===== src/rtl/fetch_decode_pkg.sv =====
// Shared constants and types for the fetch/decode stage: RV32I opcodes,
// immediate formats, control states and the NOP word loaded into the IR on reset.
package fetch_decode_pkg;

    localparam logic [6:0] OP_IMM = 7'b0010011;
    localparam logic [6:0] LOAD   = 7'b0000011;
    localparam logic [6:0] JALR   = 7'b1100111;
    localparam logic [6:0] STORE  = 7'b0100011;
    localparam logic [6:0] BRANCH = 7'b1100011;
    localparam logic [6:0] LUI    = 7'b0110111;
    localparam logic [6:0] AUIPC  = 7'b0010111;
    localparam logic [6:0] JAL    = 7'b1101111;

    localparam logic [31:0] NOP = 32'h00000013;

    typedef enum logic [2:0] {
        FMT_I,
        FMT_S,
        FMT_B,
        FMT_U,
        FMT_J,
        FMT_NONE
    } imm_fmt_e;

    typedef enum logic [1:0] {
        S_REQ,
        S_WAIT,
        S_OUT,
        S_DROP
    } state_e;

    function automatic imm_fmt_e imm_fmt_of(input logic [6:0] opcode);
        case (opcode)
            OP_IMM, LOAD, JALR: return FMT_I;
            STORE:              return FMT_S;
            BRANCH:             return FMT_B;
            LUI, AUIPC:         return FMT_U;
            JAL:                return FMT_J;
            default:            return FMT_NONE;
        endcase
    endfunction

endpackage


===== src/rtl/fetch_decode_unit_imm_gen.sv =====
// Combinational RV32I immediate generator: selects the format from the opcode
// and produces the sign-extended 32-bit immediate (0 for formats without one).
module imm_gen
    import fetch_decode_pkg::*;
(
    input  logic [31:0] instr,
    output logic [31:0] imm32
);

    always_comb begin
        // NOTE: assigning a default first keeps this block free of inferred latches.
        imm32 = '0;
        case (imm_fmt_of(instr[6:0]))
            FMT_I: imm32 = {{20{instr[31]}}, instr[31:20]};
            FMT_S: imm32 = {{20{instr[31]}}, instr[31:25], instr[11:7]};
            FMT_B: imm32 = {{19{instr[31]}}, instr[31], instr[7], instr[30:25], instr[11:8], 1'b0};
            FMT_U: imm32 = {instr[31:12], 12'h000};
            FMT_J: imm32 = {{11{instr[31]}}, instr[31], instr[19:12], instr[20], instr[30:21], 1'b0};
            default: imm32 = '0;
        endcase
    end

endmodule


===== src/rtl/fetch_decode_unit.sv =====
// Fetch/decode stage: PC, instruction-memory handshake with multi-cycle latency,
// IR decode and branch redirect with in-flight kill. FETCH_PERF_CNT_EN adds counters.
module fetch_decode_unit
    import fetch_decode_pkg::*;
#(
    parameter int                ADDR_W   = 32,
    parameter logic [ADDR_W-1:0] RESET_PC = '0
) (
    input  logic              clk,
    input  logic              rst_n,
    input  logic              fetch_en,
    input  logic              redirect_valid,
    input  logic [ADDR_W-1:0] redirect_pc,
    output logic              imem_req_valid,
    input  logic              imem_req_ready,
    output logic [ADDR_W-1:0] imem_req_addr,
    input  logic              imem_rsp_valid,
    input  logic [31:0]       imem_rsp_data,
    output logic              dec_valid,
    input  logic              dec_ready,
    output logic [ADDR_W-1:0] dec_pc,
    output logic [31:0]       dec_instr,
    output logic [6:0]        opcode,
    output logic [4:0]        rd,
    output logic [2:0]        funct3,
    output logic [4:0]        rs1,
    output logic [4:0]        rs2,
    output logic [6:0]        funct7,
    output logic [31:0]       imm32
`ifdef FETCH_PERF_CNT_EN
    ,
    output logic [31:0]       perf_fetched,
    output logic [31:0]       perf_killed
`endif
);

    state_e            state;
    logic [ADDR_W-1:0] pc;
    logic [ADDR_W-1:0] req_pc;
    logic [31:0]       ir;
    logic [ADDR_W-1:0] redirect_target;
    logic              req_fire;

    assign redirect_target = redirect_pc & ~ADDR_W'(3);
    // Reset gates the request so nothing is issued while rst_n is low.
    assign imem_req_valid  = rst_n && (state == S_REQ) && fetch_en && !redirect_valid;
    assign imem_req_addr   = pc;
    assign req_fire        = imem_req_valid && imem_req_ready;

    assign dec_instr = ir;
    assign opcode    = ir[6:0];
    assign rd        = ir[11:7];
    assign funct3    = ir[14:12];
    assign rs1       = ir[19:15];
    assign rs2       = ir[24:20];
    assign funct7    = ir[31:25];

    imm_gen u_imm_gen (
        .instr (ir),
        .imm32 (imm32)
    );

    // NOTE: reset is tested inside the clocked block, making it synchronous; all
    // state uses non-blocking assignments so every register sees pre-edge values.
    always_ff @(posedge clk) begin
        if (!rst_n) begin
            state     <= S_REQ;
            pc        <= RESET_PC;
            req_pc    <= RESET_PC;
            ir        <= NOP;
            dec_pc    <= '0;
            dec_valid <= 1'b0;
        end else begin
            case (state)
                S_REQ: begin
                    if (redirect_valid) begin
                        pc <= redirect_target;
                    end else if (req_fire) begin
                        req_pc <= pc;
                        state  <= S_WAIT;
                    end
                end
                S_WAIT: begin
                    if (redirect_valid) begin
                        pc    <= redirect_target;
                        // A response in the same cycle is dropped; otherwise it is still owed.
                        state <= imem_rsp_valid ? S_REQ : S_DROP;
                    end else if (imem_rsp_valid) begin
                        ir        <= imem_rsp_data;
                        dec_pc    <= req_pc;
                        pc        <= req_pc + ADDR_W'(4);
                        dec_valid <= 1'b1;
                        state     <= S_OUT;
                    end
                end
                S_DROP: begin
                    if (redirect_valid) begin
                        pc <= redirect_target;
                    end
                    if (imem_rsp_valid) begin
                        state <= S_REQ;
                    end
                end
                S_OUT: begin
                    if (redirect_valid) begin
                        pc        <= redirect_target;
                        dec_valid <= 1'b0;
                        state     <= S_REQ;
                    end else if (dec_ready) begin
                        dec_valid <= 1'b0;
                        state     <= S_REQ;
                    end
                end
                default: state <= S_REQ;
            endcase
        end
    end

`ifdef FETCH_PERF_CNT_EN
    always_ff @(posedge clk) begin
        if (!rst_n) begin
            perf_fetched <= '0;
            perf_killed  <= '0;
        end else begin
            if (state == S_OUT && dec_ready && !redirect_valid) begin
                perf_fetched <= perf_fetched + 32'd1;
            end
            if ((state == S_WAIT && redirect_valid && imem_rsp_valid) ||
                (state == S_DROP && imem_rsp_valid) ||
                (state == S_OUT && redirect_valid)) begin
                perf_killed <= perf_killed + 32'd1;
            end
        end
    end
`endif

endmodule

===== config.mk =====
export PLATFORM = sky130hd
export DESIGN_NAME = fetch_decode_unit
export DESIGN_NICKNAME = d
export VERILOG_FILES = /design/src/rtl/fetch_decode_pkg.sv /design/src/rtl/fetch_decode_unit_imm_gen.sv /design/src/rtl/fetch_decode_unit.sv
export SDC_FILE = /design/constraint.sdc
export NUM_CORES = 1
export LEC_CHECK = 0
export CAP_MARGIN = 20
export CORE_MARGIN = 2
export CORE_UTILIZATION = 35
export CTS_CLUSTER_SIZE = 30
export DETAILED_ROUTE_END_ITERATION = 6
export GPL_ROUTABILITY_DRIVEN = 0
export PLACE_DENSITY = 0.7
export SETUP_SLACK_MARGIN = 0.05
export SLEW_MARGIN = 20
export SYNTH_ARGS = -nofsm -noshare
export SYNTH_HDL_FRONTEND = slang
export SYNTH_SLANG_ARGS = --single-unit

===== constraint.sdc =====
create_clock -name clk -period 4.3 [get_ports clk]
set_input_delay 1.075 -clock clk [delete_from_list [all_inputs] [get_ports clk]]
set_output_delay 1.075 -clock clk [all_outputs]
set_load 0.05 [all_outputs]

== Word level (Yosys, flattened, before mapping) ==
Index checks and enable logic that the tools add are counted.

* Multiplexer cells: 20
* Eq/ne operators: 23
* Reductions and logical operators: 16
* Bitwise gates (word level): 1
* $add $sub $neg: 1

{| class="wikitable"
|+ Operators with widths
! kind !! count
|-
| case mux 32 bit (5 select lines) || 1
|-
| 2-to-1 mux 32 bit || 3
|-
| case mux 32 bit (2 select lines) || 1
|-
| adder 32 x 3 -> 32 bit (second input constant) || 1
|-
| equality test 7 bit (second input constant) || 3
|-
| 2-to-1 mux 2 bit || 8
|-
| case mux 3 bit (5 select lines) || 1
|-
| equality test 7 x 5 -> 1 bit (second input constant) || 2
|-
| equality test 7 x 6 -> 1 bit (second input constant) || 2
|-
| inequality test 2 bit (second input constant) || 5
|-
| case mux 2 bit (4 select lines) || 1
|-
| equality test 7 x 2 -> 1 bit (second input constant) || 1
|-
| equality test 3 x 2 -> 1 bit (second input constant) || 2
|-
| inequality test 3 bit (second input constant) || 2
|-
| AND reduction 3 bit || 2
|-
| OR reduction 3 bit || 2
|-
| AND reduction 5 bit || 1
|-
| equality test 2 bit (second input constant) || 2
|-
| logical AND 1 bit || 4
|-
| 2-to-1 mux 1 bit || 4
|-
| AND reduction 4 bit || 1
|-
| equality test 3 x 1 -> 1 bit (second input constant) || 1
|-
| equality test 3 bit (second input constant) || 1
|-
| zero test 3 bit || 1
|-
| other kinds (9) || 9
|}

* Input bits: 71
* Register bits: 131
* Output and inout bits: 162
* Logic and storage cells: 67

== Longest topological paths before layout ==
* Word-level depth: 8
* Depth in mapped cells: 7
* Gate-level depth less buffers: 5

== Modules after synthesis ==
From an unflattened synthesis, not the netlist that was laid out.

* Cells, all modules: 810
* Area, all modules: 6551.3 sq um

{| class="wikitable"
|+ By module, submodules not included
! module !! seq. area each (sq um) !! area an instance (sq um) !! cells each !! times used
|-
| fetch_decode_unit || 2622.5 || 6002.0 || 724 || 1
|-
| imm_gen || 0.0 || 549.3 || 86 || 1
|}

== Worst setup path after synthesis ==
No wires, ideal clock.

* Path type: reg-to-output
* Start: reg ir[6], in the netlist dec_instr[6]
* End: out imm32[11]
* Stages on the path, launching flop included: 5
* Data required time: 3225 ps
* Setup slack: 921 ps
* Path buffers: 1
* Arrival: 2304 ps
* Cells stage by stage: dfxtp_1 > clkbuf_1 > and3b_1 > nand3_1 > o21ai_0

* Cells in the longest elaborated chain, start to end: 5
* Elaborated cells between the ends (all ways): 17
* Classes of those cells: eq/ne: 12; mux: 2; reduce/logical: 3

{| class="wikitable"
|+ RTL lines
! item !! RTL line !! RTL
|-
| start: declaration || fetch_decode_unit.sv:40 || <nowiki>logic [31:0] ir;</nowiki>
|-
| start signal: assignment || fetch_decode_unit.sv:89 || <nowiki>ir <= imem_rsp_data;</nowiki>
|-
| equality test 7 x 5 -> 1 bit, or another cell as far along || fetch_decode_pkg.sv:33 || <nowiki>case (opcode)</nowiki>
|-
| OR reduction 3 bit / OR reduction 2 bit (equally long branches) || fetch_decode_pkg.sv:33 ||
|-
| case mux 3 bit (5 select lines) * || fetch_decode_pkg.sv:33 ||
|-
| equality test 3 bit, or another cell as far along || fetch_decode_unit_imm_gen.sv:13 || <nowiki>case (imm_fmt_of(instr[6:0]))</nowiki>
|-
| case mux 32 bit (5 select lines) * || fetch_decode_unit_imm_gen.sv:13 ||
|-
| end: declaration || fetch_decode_unit.sv:29 || <nowiki>output logic [31:0] imm32</nowiki>
|}

Every way passes the cells marked *; elsewhere a longest branch is shown, timed or not.

== Worst setup path after layout ==
* Start: reg ir[5], in the netlist dec_instr[5]
* End: out imm32[21]

The elaborated chain is that of the path after synthesis.

==> impl_metrics.ini <==
[outcome]
status = complete, no violations

[global_routing]
use_met3 = 0.0758
grt_max_degree = 51
grtUsageMet1 = 0.280
grt_usage = 0.227
grtUsageMet2 = 0.379
antenna_found_initial = 0
global_route.peak_usage_layer = met2
grt_pass1_wl_mm = 32.8
overflow = 0
grt_pass1_vias = 6006

[power_and_ir_drop]
powerDensity_nw_per_um2 = 324
leakagePower_uw = 0.00314
ir_worst_vdd_mv = 0.281

[clock_tree]
clkSlewWorstSetupHoldPaths_ps = 50
cts_buffer_depth = 2
tritoncts = built
hold_buffers = 0
cts_setup_buffers = 0
cts.repair.resized = 0
cts_made_buffers = 17
cts.sinks = 131
htree_num_levels = 4
clk_latency_ps = 430
clockRootBuffer = clkbuf_16

[setup_path]
crit_required_ps = 3220
r2r_start = state[1]$_SDFFE_PN0P_
startpoint = dec_instr[5]$_SDFFE_PN0P_
reg2reg_depth = 5
path_depth = 5
reg2reg_slack_ps = 1830
slowest_stage = clkdlybuf4s50_1
path_cells = mux2i_1 -> a21boi_0 -> nor2_1 -> a21o_1 -> clkdlybuf4s50_1
crit_type = flip-flop to primary output
worstSetupStartpointType = flip-flop
cpPeakStageDelay_ps = 800
cp-end-kind = primary output
crit_end = imm32[21]
r2r_end = imem_req_addr[30]$_SDFFE_PN0P_
arrival_ps = 2890
path_delay_family = buffers and inverters
crit_fanout = 11
cp_num_buf_inv = 1

[final_layout]
drive_gt1_frac = 0.0608
final_cell_area_sq_um = 9010
fillers = 1686
areaGrowthSynthToFinish_pct = 45.1
register_area_sq_um = 2620
multiInputGateArea_sq_um = 3040
nNetsFinal = 1047
n_antenna_cell = 0

[yosys]
mappedNetlistArea_sq_um = 6210
ys_ff_latch = 131
syn-num-nets = 878
synth_edf_count = 0
ys_dominant_reg_cell = dfxtp_1
yosysSeqAreaShare = 0.422
synthCells = 806
avgSynthCellArea_sq_um = 7.70
ys_warn_count = 0
async_reset_ff_frac = 0
yosysUniqueCellTypes = 63

[detailed_routing]
drtIter0Drc = 509
vias_per_cell = 5.39
wl_per_cell_um = 17.9
drt_first_pass_iters = 5
ant_nets = 0
dr_total_vias = 6531
wirelength_mm = 21.7
route.detailed.drc = 0

[floorplan]
row_count = 48
die_width_um = 137
io_pins = 233
start_util = 0.359
core_sq_um = 17300
die-area_sq_um = 18800
die_h_um = 137

[sta]
fin_setup_tns_ps = 0
drv_slew = 0
rsz0062_at_grt = no
fmax_mhz = 252
worst_slew_pin_slew_ps = 939
worst_slack_ps = 336
finClkSkew_ps = 9.81
hold_violations = 0
post-route-period-util = 0.922
relSlewSlack = 0.371
layout_min_cycle_time_ps = 3960
finalSetupViolations = 0

[run]
drv_cap = 0

[place]
place_ws_ps = 792
post_dp_cell_area_sq_um = 8480
numPortBuffers = 230
dpl.hpwl_mm = 15.1

[hold_path]
hp-class = flip-flop to flip-flop
## Yosys cell counts, types with 3 or more instances
master / n / area share
o21ai_0: 16 / 0.013
o211ai_1: 9 / 0.011
nand2_1: 218 / 0.13
or3_1: 5 / 0.0050
and3_1: 3 / 0.0030
a221oi_1: 6 / 0.0085
and4_1: 5 / 0.0071
a211oi_1: 5 / 0.0060
clkbuf_1: 48 / 0.029
a21o_1: 19 / 0.023
buf_2: 7 / 0.0056
a311oi_1: 3 / 0.0042
a31oi_1: 5 / 0.0050
inv_1: 13 / 0.0079
a22oi_1: 5 / 0.0060
buf_4: 32 / 0.039
nor3_1: 17 / 0.014
nand3_1: 18 / 0.015
a22o_1: 5 / 0.0071
nor2_1: 16 / 0.0097
nand2b_1: 5 / 0.0050
buf_1: 8 / 0.0048
and2_1: 8 / 0.0081
o221ai_1: 12 / 0.017
xnor2_1: 7 / 0.0099
a2111oi_0: 4 / 0.0056
or4_1: 4 / 0.0048
nor4_1: 11 / 0.011
a21oi_1: 107 / 0.086
nand4_1: 8 / 0.0081
nor3b_1: 5 / 0.0060
dfxtp_1: 131 / 0.42
## worst min-delay path by stage
stage | from | to | slack, ps | cells after the start
2_1_floorplan | req_pc[0]$_SDFFE_PN0P_ | req_pc[0]$_SDFFE_PN0P_ | 440 | 2
3_3_place_gp | req_pc[0]$_SDFFE_PN0P_ | req_pc[0]$_SDFFE_PN0P_ | 440 | 2
3_5_place_dp | dec_pc[4]$_SDFFE_PN0P_ | dec_pc[4]$_SDFFE_PN0P_ | 450 | 2
4_1_cts | dec_pc[2]$_SDFFE_PN0P_ | dec_pc[2]$_SDFFE_PN0P_ | 450 | 2
5_1_grt | dec_pc[10]$_SDFFE_PN0P_ | dec_pc[10]$_SDFFE_PN0P_ | 470 | 2
6_report | dec_pc[2]$_SDFFE_PN0P_ | dec_pc[2]$_SDFFE_PN0P_ | 450 | 2
## power by group
group	total [uW]	internal (uW)	leakage, uW	switching [uW]
registers	1270	1240	0.00106	26.9
clock network	1340	816	0.000265	523
logic	311	129	0.00182	181
## final cells by class
class / count / area share
tap: 225 / 0.0313
inverter: 13 / 0.00556
multi-input combinational: 564 / 0.338
clock inverter: 6 / 0.00611
clock buffer: 25 / 0.0528
timing repair buffer: 248 / 0.275
sequential: 131 / 0.291
## cell usage in the layout, fill, tap and decap left out, types with 3 or more instances in the layout
cell type / netlist / layout
clkbuf_1: 48 / 6
buf_4: 32 / 17
a311oi_1: 3 / 3
nor4_1: 11 / 11
a31oi_1: 5 / 5
clkbuf_16: 0 / 17
a21oi_1: 107 / 107
or4_1: 4 / 4
nand2b_1: 5 / 5
a211oi_1: 5 / 5
a22oi_1: 5 / 5
inv_1: 13 / 12
a2111oi_0: 4 / 4
nor3b_1: 5 / 5
nor2_1: 16 / 16
nor3_1: 17 / 17
and4_1: 5 / 5
o211ai_1: 9 / 9
a221oi_1: 6 / 6
o221ai_1: 12 / 12
nand3_1: 18 / 18
xnor2_1: 7 / 7
clkinv_2: 0 / 6
buf_12: 0 / 4
dfxtp_1: 131 / 131
nand2_1: 218 / 217
and3_1: 3 / 3
a22o_1: 5 / 5
and2_1: 8 / 8
or3_1: 5 / 5
nand4_1: 8 / 8
clkdlybuf4s50_1: 0 / 227
o21ai_0: 16 / 16
a21o_1: 19 / 19
## registers in the layout (all words and copies together), names as in the netlist
register       cells
state              2
dec_valid          1
req_pc            32
dec_instr         32
imem_req_addr     32
dec_pc            32
## kinds of logic (layout without fill, tap and decap cells)
family	count (synthesis)	count (layout)	synth area share
buffers and inverters	111	292	0.0905
AND/OR/NAND/NOR	342	342	0.257
multiplexers	1	1	0.00161
AO/OA/AOI/OAI	213	213	0.216
flip-flops	131	131	0.422
adder cells (fa/ha/maj)	1	1	0.00201
XOR/XNOR	7	7	0.00988
## stage by stage
| stage | hold slack, ps | instances | util | total power (uW) |
|---|---|---|---|---|
| finish | 452 | 1212 | 0.521 | 2920 |
| global route | 468 | 1212 | 0.521 | 3020 |
| CTS | 454 | 1212 | 0.521 | 2940 |
| detailed placement | 445 | 1181 | 0.490 | 1600 |
| global placement | 443 | 1181 | 0.490 | 1600 |
| floorplan | 437 | 806 | - | 1450 |
## per-layer routing
layer	share of wire	wire, um
met5	0	0
met4	0.017	361
met3	0.094	2030
met2	0.47	10300
met1	0.42	9020
## worst min-delay path: stages (launching register included)
cell     delay [ps]
dfxtp_1         300
nand2_1          50
a21oi_1          50
No activity file was read; power rests on OpenSTA's default activity.
